--- src/rtl/mwc_exp_table.sv ---
// Expected-store table: DEPTH entries of (address, data), one sync write port, one comb read port.
// Write takes effect on the next edge; the read port has no latency and no backpressure.
module mwc_exp_table #(
    parameter int WIDTH = 32,
    parameter int DEPTH = 8
) (
    input  logic                       clk,
    input  logic                       we,
    input  logic [$clog2(DEPTH)-1:0]   widx,
    input  logic [WIDTH-1:0]           waddr,
    input  logic [WIDTH-1:0]           wdata,
    input  logic [$clog2(DEPTH)-1:0]   ridx,
    output logic [WIDTH-1:0]           raddr,
    output logic [WIDTH-1:0]           rdata
);

    // Deliberately unreset so a loaded table survives a checker reset.
    logic [WIDTH-1:0] addr_mem [DEPTH];
    logic [WIDTH-1:0] data_mem [DEPTH];

    always_ff @(posedge clk) begin
        if (we) begin
            addr_mem[widx] <= waddr;
            data_mem[widx] <= wdata;
        end
    end

    assign raddr = addr_mem[ridx];
    assign rdata = data_mem[ridx];

endmodule

--- config.mk ---
export PLATFORM = sky130hd
export DESIGN_NAME = mwc_exp_table
export DESIGN_NICKNAME = d
export VERILOG_FILES = /design/src/rtl/mwc_exp_table.sv
export SDC_FILE = /design/constraint.sdc
export NUM_CORES = 1
export LEC_CHECK = 0
export CAP_MARGIN = 20
export CORE_MARGIN = 3
export CORE_UTILIZATION = 58
export DETAILED_ROUTE_END_ITERATION = 10
export GPL_TIMING_DRIVEN = 0
export PLACE_DENSITY = 0.77
export SETUP_SLACK_MARGIN = 0.4
export SYNTH_ARGS = -nofsm -noshare
export SYNTH_HDL_FRONTEND = slang
export SYNTH_SLANG_ARGS = --single-unit
--- constraint.sdc ---
create_clock -name clk -period 6.7 [get_ports clk]
set_clock_uncertainty 0.2 [all_clocks]
set_input_delay 0.67 -clock clk [delete_from_list [all_inputs] [get_ports clk]]
set_output_delay 0.67 -clock clk [all_outputs]
set_load 0.1 [all_outputs]
Word-level counts from Yosys, hierarchy flattened. Memory sizes are Yosys's and may differ from the RTL's. Cells that the tools add are included.

Register bits: 0. RAM bits: 512. Output and inout bits: 64. Memories: 2.

Mux-type cells: 2.

Memory list: addr_mem (words 8, bits a word 32, read ports 1, clocked after Yosys merged registers in 0, write ports 1, line 18) `logic [WIDTH-1:0] addr_mem [DEPTH];`; data_mem (words 8, bits a word 32, read ports 1, clocked after Yosys merged registers in 0, write ports 1, line 19) `logic [WIDTH-1:0] data_mem [DEPTH];`.

Operator list (count): $mux 1 (2).

Longest topological paths before layout.
Depth in word-level cells: 2. Mapped depth: 4. Mapped depth without buffers: 2.

Worst setup path after synthesis. No wires, ideal clock.

Path type: in2reg. From: input port widx[1]. To: memory addr_mem[0][0] (enable). Setup time: 0.565 ns. Arrival: 5.199 ns. Slack: 0.735 ns. Stages: 2. Buffers on the path: 0. Cells stage by stage: nand2b_1 -> nor3_1.

RTL lines: start, declared (line 9) `input logic [$clog2(DEPTH)-1:0] widx,`; end, declared (line 18).

No word-level cell before the write port.

Worst setup path in the final report.
From: input port ridx[1]. To: output port rdata[23].

Longest elaborated chain between the ends: 1.

RTL lines: start, declared (line 12) `input logic [$clog2(DEPTH)-1:0] ridx,`; $mem_v2 8x32; end, declared (line 14) `output logic [WIDTH-1:0] rdata`.

Every way passes these cells.

==> impl_metrics.csv <==
group,metric,value,unit
floorplan,dieArea,35440,µm²
power_and_ir_drop,vdd_ir_drop_max,243.0,µV
detailed_routing,avgViaCountPerCell,6.037,
power_and_ir_drop,powerDensity,303.9,nW/µm²
clock_tree,hold_buffers,0,
placement,dp_hpwl,22770,µm
yosys,avgSynthCellArea,25.62,µm²
sta,timing.final.crit_period,4363,ps
yosys,synth_top_family_by_area,"multiplexers",
clock_tree,ctsRootBufferMaster,"clkbuf_16",
sta,fin_setup_tns,0,ps
clock_tree,cts_resized,0,
yosys,synth_area,19270,µm²
run_status,status,"finished clean",
detailed_routing,drc,0,
power_and_ir_drop,power,7.036,mW
yosys,ys_types,12,
yosys,synth.mux.area_fraction,18.70,%
worst_setup_path,start_kind,"primary input",
yosys,ys_warn_count,0,
clock_tree,cts_max_path_buffers,3,
yosys,synth_top_cell_area_share,79.80,%
floorplan,dieHeight,188.3,µm
detailed_routing,routed_wl,37950,µm
global_routing,grt_pass1_vias,9280,
yosys,synthCells,752,
yosys,ys_ff_latch,512,
finish,final_util,70.98,%
placement,placed_cell_area,21640,µm²
clock_tree,post_cts_buffers,0,
sta,grt_setup_unrepaired,"no",
sta,drv_slew,0,
placement,port_buffers,132,
clock_tree,numCtsBuffers,50,
sta,layout_setup_ws,2337,ps
global_routing,antenna_found_initial,2,
placement,place_ws,2309,ps
finish,insertedDiodeCount,0,
floorplan,start_util,59.06,%
yosys,synth_fa_ha_area_share,0,%
yosys,synth_compound_area_share,0,%
finish,final_cell_mix,"512 x edfxtp_1, 132 x clkdlybuf4s50_1, 128 x mux4_2",
finish,drive_above_1_share,30.84,%
global_routing,grt_max_degree,27,
yosys,synthXorXnorAreaFrac,0,%
hold_path,whs_path_depth,1,
yosys,synthesis.nets,824,
worst_setup_path,crit_arrival,3490,ps
placement,place_congestion,0.6780,
sta,maxSlewHeadroom,25.10,%
finish,final_nets,1036,
hold_path,min_to,"data_mem[0][7]$_DFFE_PP_",
floorplan,io_pins,136,
yosys,synth.area.top_cells,"edfxtp_1 80%, mux4_2 15%, mux2_2 3.7%, buf_6 0.64%, buf_1 0.18%",
worst_setup_path,endpoint_kind,"primary output",
finish,postLayoutCellArea,23150,µm²
clock_tree,htreeDepth,2,
clock_tree,clkSinkCount,512,
power_and_ir_drop,power.leakage,7.320,nW
yosys,yosys.area.top_type,"edfxtp_1",
finish,final_common_cell,"edfxtp_1",
worst_setup_path,path_max_fanout,10,
hold_path,hold_path.class,"in2reg",
clock_tree,cts_tree,"built",
sta,fin_crit_sh,65.11,%
detailed_routing,drt_iter0_drc,757,
floorplan,fp.dieW,188.3,µm
detailed_routing,vias,8718,
detailed_routing,ant_nets,0,
sta,tightestPinTransition,1120,ps
worst_setup_path,required,5830,ps
global_routing,overflow,0,
job,cap_violations,0,
yosys,synth-seq-area-share,79.80,%
finish,synthToLayoutAreaGrowth,20.17,%
sta,max_freq,229.2,MHz
detailed_routing,wl_per_cell,26.28,µm
global_routing,grt_pass1_wl,58150,µm
floorplan,rows,66,
detailed_routing,dr.pass1.iters,5,
sta,hold_viol_final,0,
sta,finalSetupViolCount,0,
finish,fillers,1895,
yosys,synth-simple-area-share,0.3052,%
worst_setup_path,crit_type,"in2out",
hold_path,hp-start,"wdata[7]",
clock_tree,clk_pin_slew,60,ps
global_routing,grt_usage,21.97,%
floorplan,core_area,32620,µm²
sequential cells by signal, indices dropped and copies added, names as in the netlist:
| signal | count |
|---|---|
| addr_mem | 256 |
| data_mem | 256 |
per-stage QoR:
| stage | hold slack, ps | std cells |
|---|---|---|
| finish | 648.9 | 1444 |
| detailed placement | 1217 | 1354 |
| global placement | 1194 | 1326 |
| floorplan | 568.9 | 752 |
| global route | 653.3 | 1444 |
| CTS | 630.7 | 1444 |
where the power goes:
group	leakage [nW]	switching, mW	internal, mW
Combinational	1.93	0.510	0.257
Sequential	4.65	0.0237	3.63
Clock	0.740	1.12	1.49
how the worst max path moves through the flow:
stage	from	endpoint	slack, ps	cells after the start
final	ridx[1]	rdata[23]	2340	4
after global routing	ridx[1]	rdata[23]	2260	4
after CTS	ridx[1]	raddr[26]	2320	4
after detailed placement	ridx[1]	raddr[26]	2310	4
after global placement	we	addr_mem[2][17]$_DFFE_PP_	-4110	3
after floorplan	widx[1]	addr_mem[0][0]$_DFFE_PP_	740	2
cell type report:
| type | instances | area, µm² | area share (%) |
|---|---|---|---|
| sequential | 512 | 15370 | 66.41 |
| clock inverter | 24 | 201.4 | 0.8701 |
| buffer | 35 | 229.0 | 0.9890 |
| timing repair buffer | 160 | 1765 | 7.625 |
| multi-input combinational | 205 | 3717 | 16.06 |
| tap | 442 | 553.0 | 2.389 |
| clock buffer | 66 | 1311 | 5.664 |
critical path: stages:
cell	delay [ps]
buf_1	670
clkbuf_1	670
mux2_2	310
clkdlybuf4s50_1	1150
synth_stat cells:
cell,n
mux2_2,64
buf_1,9
edfxtp_1,512
nor2_1,6
buf_2,3
mux4_2,128
nor3_1,2
buf_6,11
clkbuf_1,9
buf_4,3
nand2_1,2
nand2b_1,3
cells by family after synthesis:
| kind of cell | Yosys count |
|---|---|
| buffers and inverters | 35 |
| DFF | 512 |
| muxes | 192 |
| and+or+nand+nor | 13 |
layer usage:
| metal | up-vias | track usage (%) | part of all wire (%) |
|---|---|---|---|
| met3 | 65 | 4.558 | 7.2 |
| li1 | 3679 | - | - |
| met1 | 4625 | 33.16 | 43 |
| met5 | - | 0 | 0.082 |
| met2 | 345 | 34.32 | 48 |
| met4 | 4 | 4.791 | 1.8 |
Power figures use the tool's default switching activity.
